`src/rtl/pmi_ram_dq_arb.sv`:
```
// Round-robin arbiter sharing one single-port pmi_ram_dq between requesters A and B.
// Grant is same-cycle combinational; reads return RD_LATENCY cycles later; no backpressure on read return.
module pmi_ram_dq_arb #(
  parameter int ADDR_WIDTH = 9,
  parameter int DATA_WIDTH = 18,
  parameter int RD_LATENCY = 2
) (
  input  logic                  Clock,
  input  logic                  Reset_n,
  input  logic                  ReqA,
  input  logic                  WeA,
  input  logic [ADDR_WIDTH-1:0] AddrA,
  input  logic [DATA_WIDTH-1:0] DataA,
  output logic                  GntA,
  output logic                  RdValidA,
  output logic [DATA_WIDTH-1:0] RdDataA,
  input  logic                  ReqB,
  input  logic                  WeB,
  input  logic [ADDR_WIDTH-1:0] AddrB,
  input  logic [DATA_WIDTH-1:0] DataB,
  output logic                  GntB,
  output logic                  RdValidB,
  output logic [DATA_WIDTH-1:0] RdDataB,
  output logic [ADDR_WIDTH-1:0] RamAddress,
  output logic [DATA_WIDTH-1:0] RamData,
  output logic                  RamWE,
  output logic                  RamClockEn,
  output logic                  RamReset,
  input  logic [DATA_WIDTH-1:0] RamQ
);

  logic                  last_gnt_b;
  logic [RD_LATENCY-1:0] tag_vld;
  logic [RD_LATENCY-1:0] tag_own;
  logic [ADDR_WIDTH-1:0] addr_q;
  logic [DATA_WIDTH-1:0] data_q;
  logic [DATA_WIDTH-1:0] rd_a_q;
  logic [DATA_WIDTH-1:0] rd_b_q;
  logic                  rd_issue;
  logic                  ret_vld;
  logic                  ret_own;

  // On a tie the requester that was not granted last wins.
  always_comb begin
    GntA = Reset_n & ReqA & (~ReqB | last_gnt_b);
    GntB = Reset_n & ReqB & ~GntA;
  end

  always_comb begin
    RamAddress = addr_q;
    RamData    = data_q;
    RamWE      = 1'b0;
    if (GntA) begin
      RamAddress = AddrA;
      RamData    = DataA;
      RamWE      = WeA;
    end else if (GntB) begin
      RamAddress = AddrB;
      RamData    = DataB;
      RamWE      = WeB;
    end
  end

  assign RamClockEn = Reset_n;
  assign RamReset   = ~Reset_n;
  assign rd_issue   = (GntA & ~WeA) | (GntB & ~WeB);

  assign ret_vld  = tag_vld[RD_LATENCY-1];
  assign ret_own  = tag_own[RD_LATENCY-1];
  assign RdValidA = ret_vld & ~ret_own;
  assign RdValidB = ret_vld & ret_own;
  assign RdDataA  = RdValidA ? RamQ : rd_a_q;
  assign RdDataB  = RdValidB ? RamQ : rd_b_q;

  always_ff @(posedge Clock or negedge Reset_n) begin
    if (!Reset_n) begin
      last_gnt_b <= 1'b1;
      addr_q     <= '0;
      data_q     <= '0;
      rd_a_q     <= '0;
      rd_b_q     <= '0;
      tag_vld    <= '0;
      tag_own    <= '0;
    end else begin
      if (GntA) begin
        last_gnt_b <= 1'b0;
      end else if (GntB) begin
        last_gnt_b <= 1'b1;
      end
      addr_q     <= RamAddress;
      data_q     <= RamData;
      rd_a_q     <= RdDataA;
      rd_b_q     <= RdDataB;
      // Tag pipeline depth equals RAM read latency so the last stage lines up with Q.
      tag_vld[0] <= rd_issue;
      tag_own[0] <= GntB;
      for (int i = 1; i < RD_LATENCY; i++) begin
        tag_vld[i] <= tag_vld[i-1];
        tag_own[i] <= tag_own[i-1];
      end
    end
  end

endmodule
```
`config.mk`:
```
export PLATFORM = sky130hd
export DESIGN_NAME = pmi_ram_dq_arb
export DESIGN_NICKNAME = d
export VERILOG_FILES = /design/src/rtl/pmi_ram_dq_arb.sv
export SDC_FILE = /design/constraint.sdc
export NUM_CORES = 1
export LEC_CHECK = 0
export CAP_MARGIN = 30
export CORE_MARGIN = 8
export CORE_UTILIZATION = 43
export CTS_CLUSTER_SIZE = 16
export DETAILED_ROUTE_END_ITERATION = 7
export PLACE_DENSITY = 0.95
export SETUP_SLACK_MARGIN = 0.2
export SYNTH_ARGS = -nofsm -noshare
export SYNTH_HDL_FRONTEND = slang
export SYNTH_SLANG_ARGS = --single-unit
```
`constraint.sdc`:
```
create_clock -name Clock -period 4.4 [get_ports Clock]
set_input_delay 0.88 -clock Clock [delete_from_list [all_inputs] [get_ports Clock]]
set_output_delay 0.88 -clock Clock [all_outputs]
set_load 0.01 [all_outputs]
```
# ---- Word-level counts from Yosys, hierarchy flattened
# Cells that the tools add are included.
dict set report classes {
  n_mux 10
  bitwise 16
  n_reduce_logical 1
}
# op n
set op_table {}
lappend op_table {{$mux 18} 4}
lappend op_table {{$mux 9} 2}
lappend op_table {{$and 1x1->1} 8}
lappend op_table {{$not 1->1} 6}
lappend op_table {{$mux 1} 4}
lappend op_table {{$or 1x1->1} 2}
lappend op_table {{$reduce_bool 2->1} 1}
dict set report word_totals {
  ff_bits 68
  in_bits 78
}

# ---- Logic depth before layout (Yosys ltp)
dict set report depth {
  ltp_word 7
  ltp_mapped 5
  depth_no_buf 4
}

# ---- Worst setup path before layout
# OpenSTA, ideal clock, no wires.
dict set report synth_path {
  kind {input to output}
  start {input port ReqB}
  end {output port RamData[0]}
  arrival_ns 1.766
  required_time_ns 3.520
  slack_ns 1.754
  stages 4
  path_buffers 1
  cell_sequence {nand2_1 buf_2 mux2_2 mux2_2}
}
dict set report synth_between {
  elab_chain_len 7
}
# element line_no
set synth_lines {}
lappend synth_lines {{from (decl)} 17} ;# input logic ReqB,
lappend synth_lines {{$not 1->1} 45} ;# GntA = Reset_n & ReqA & (~ReqB | last_gnt_b);
lappend synth_lines {{$or 1x1->1} 45}
lappend synth_lines {{$and 1x1->1} 45}
lappend synth_lines {{$not 1->1} 46} ;# GntB = Reset_n & ReqB & ~GntA;
lappend synth_lines {{$and 1x1->1} 46}
lappend synth_lines {{$mux 18} 57} ;# end else if (GntB) begin
lappend synth_lines {{$mux 18 *} 53} ;# if (GntA) begin
lappend synth_lines {{to (decl)} 25} ;# output logic [DATA_WIDTH-1:0] RamData,
# Mark *: on every way between the ends. The rest lies on a longest branch, timed or not.

# ---- Worst setup path after layout
dict set report layout_path {
  start {input port ReqB}
  end {output port RamData[3]}
}
# Same word-level chain as after synthesis.

==> summary.md <==
| Metric | Value |
|---|---|
| Outcome | `finished, final reports clean` |
| Clk network pwr share | `25.8%` |
| Post-CTS sizing | `0` |
| Psw | `0.5342 mW` |
| F_max | `253.6 MHz` |
| Internal power | `1.455 mW` |
| Die height | `98.22 um` |
| Total power | `1.989 mW` |
| Clock root cell | `clkbuf_8` |
| Layout net count | `418` |
| Largest net degree at the start of global routing | `80` |
| Logic pwr share | `34.5%` |
| Initial antenna violation count | `0` |
| Avg Vias per Cell | `5.158` |
| Lkg Pwr | `1.982 nW` |
| Htree depth | `3` |
| Core Footprint | `6681 um^2` |
| RSZ-0062 raised after global routing | `false` |
| Ys async rst share | `100.0%` |
| Crit start category | `input port` |
| Required @ worst endpoint | `3.52 ns` |
| Ys Warns | `0` |
| Worst setup EP type | `primary output` |
| Max-cap violations | `0` |
| Num CTS Buffers | `9` |
| Register area | `1703 um^2` |
| EDFF count, synth | `0` |
| Critical path start-end classification | `input port to primary output` |
| Final Wtd Congestion | `0.7476` |
| Share of cells above drive strength 1 | `27.25%` |
| Endpoints failing setup | `0` |
| Yosys cell types | `19` |
| Final WL | `8220 um` |
| Switching Share | `26.86%` |
| Initial DRC count | `82` |
| Synth Register Bits | `68` |
| GRT Overall Usage | `17.23%` |
| Worst Path Arrival | `3.06 ns` |
| Final worst path period share | `89.64%` |
| First-pass GRT wire length | `13130 um` |
| Worst Hold Class | `input port to async pin` |
| Worst-case clock skew | `0.006965 ns` |
| Crit path max fanout | `11` |
| Via count | `2192` |
| Util after Layout | `69.66%` |
| Worst-case clock buffer depth | `2` |
| Sequential share of power | `39.7%` |
| Number of global-route vias before repair | `2498` |
| DRT antenna net count | `0` |
| Register area share after synthesis | `58.59%` |
| Area of the multi-input gates | `1109 um^2` |
| Clock-pin transition on the worst setup and hold timing paths | `0.07 ns` |
| Clk sinks | `68` |
| Min Hold Slack | `0.3445 ns` |
| Area growth syn-to-layout | `60.14%` |
| CTS Hold Buffers Added | `0` |
| Mapped Cells | `190` |
| Starting Density | `43.50%` |
| Top-count cell post-synth | `dfrtp_1` |
| Residual DRC count | `0` |
| Die W | `98.22 um` |
| Setup Total Neg Slack | `0 ns` |
| Global route total overflow | `0` |
| DRT Pass-1 Iters | `4` |
| Synth top area cells | `dfrtp_1 58%, mux2_2 24%, mux2_4 4.6%` |
| DIE AREA | `9646 um^2` |
| # IOs | `148` |
| CTS tree | `yes` |
| Diodes inserted | `0` |
| Port Buf Inserts | `147` |
| Wire per inst | `19.34 um` |
| Worst-Margin Slew | `0.9491 ns` |
| Synth area leader | `dfrtp_1` |
| Slew Viols, Final | `0` |
| Worst VDD drop | `0.0002136 V` |
| Postcts setup bufs | `0` |
| Synth Net Count | `268` |
| Cell Area, Synth | `2907 um^2` |
| # rows | `30` |
| Worst-Skew Late Latency | `0.33 ns` |
| Mean Syn Cell Area | `15.30 um^2` |
| DPL Wire Length | `6219 um` |
| PD cells | `427.3 nW/um^2` |
| Crit path time final | `3.944 ns` |
| Final hold violations | `0` |
| Relative slew slack | `36.73%` |
| Post-synth top cells | `67 x dfrtp_1, 62 x mux2_2, 10 x a221o_1, 10 x o2111a_1, 9 x mux2_4` |
| FILL cells | `504` |
| Main synth FF type | `dfrtp_1` |
| Synth top area share | `57.68%` |
==> power by group through the flow <==
stage / Combinational (mW) / Sequential, mW / Clock [mW]
after global routing: 0.731 / 0.802 / 0.555
after global placement: 0.675 / 0.793 / 0
after detailed placement: 0.694 / 0.802 / 0
after floorplan: 0.301 / 0.787 / 0
final: 0.686 / 0.790 / 0.513
after CTS: 0.696 / 0.790 / 0.531
==> worst paths after layout <==
path	to	slack [ns]	depth (start not counted)	from
setup / recovery	RamData[3]	0.46	5	ReqB
hold / removal	addr_q[8]	0.34	1	Reset_n
setup reg to reg	data_q[3]	2.48	4	last_gnt_b
hold reg to reg	tag_own[1]	0.35	0	tag_own[0]
max in group asynchronous	last_gnt_b	3.44	2	Reset_n
min in group Clock	tag_own[1]	0.35	0	tag_own[0]
==> metrics by stage <==
step / instances / setup WS [ns] / area, um^2
finish: 425 / 0.4560 / 4654
global route: 425 / 0.4168 / 4654
CTS: 425 / 0.4801 / 4654
detailed placement: 409 / 0.4838 / 4453
global placement: 409 / 0.5475 / 4453
floorplan: 190 / 1.754 / 2907
==> layout make-up <==
cell class	instances	area share, %
Tap cell	80	2.151
Timing Repair Buffer	152	32.63
Multi-Input combinational cell	103	23.82
Clock buffer	10	2.957
Inverter	6	0.4839
Clock inverter	6	1.371
Sequential cell	68	36.59
==> logic make-up (layout without fill, tap and decap cells) <==
kind of cell | Yosys count | count (layout) | share of synthesized area [%]
multiplexers | 72 | 72 | 29.01
buffers and inverters | 19 | 174 | 3.271
AND/OR/NAND/NOR | 8 | 8 | 1.206
AO/OA/AOI/OAI | 23 | 23 | 7.921
flip-flops | 68 | 68 | 58.59
==> flip-flops by register name (all words and copies together) (netlist names) <==
| name | cells |
|---|---|
| rd_b_q | 18 |
| tag_own | 2 |
| addr_q | 9 |
| tag_vld | 2 |
| last_gnt_b | 1 |
| data_q | 18 |
| rd_a_q | 18 |
==> cells in the final DEF (no fill, tap or decap) <==
cell type / instances
dfstp_2: 1
buf_4: 5
a221o_1: 10
clkinvlp_4: 2
clkbuf_8: 10
mux2_2: 62
nor2_1: 2
nand2_1: 4
buf_12: 1
and2_1: 1
clkinv_2: 2
o2111a_1: 10
nand2b_1: 1
bufinv_16: 1
dfrtp_1: 67
clkinv_4: 1
clkdlybuf4s50_1: 146
inv_1: 6
a21oi_1: 1
o21ai_1: 1
a21o_1: 1
mux2_4: 9
mux2i_1: 1
==> critical path: stages <==
cell and delay, ns:
clkdlybuf4s50_1 0.46, buf_4 0.20, o21ai_1 0.64, a221o_1 0.31, clkdlybuf4s50_1 0.57
==> layer usage <==
layer / GRT usage (%) / up-vias / wire length (um)
met4: 5.313 / 0 / 115
met5: 0 / - / 0
li1: - / 999 / -
met3: 8.748 / 10 / 789
met2: 29.24 / 98 / 4112
met1: 18.26 / 1085 / 3202
No activity file was read; power rests on OpenSTA's default activity.
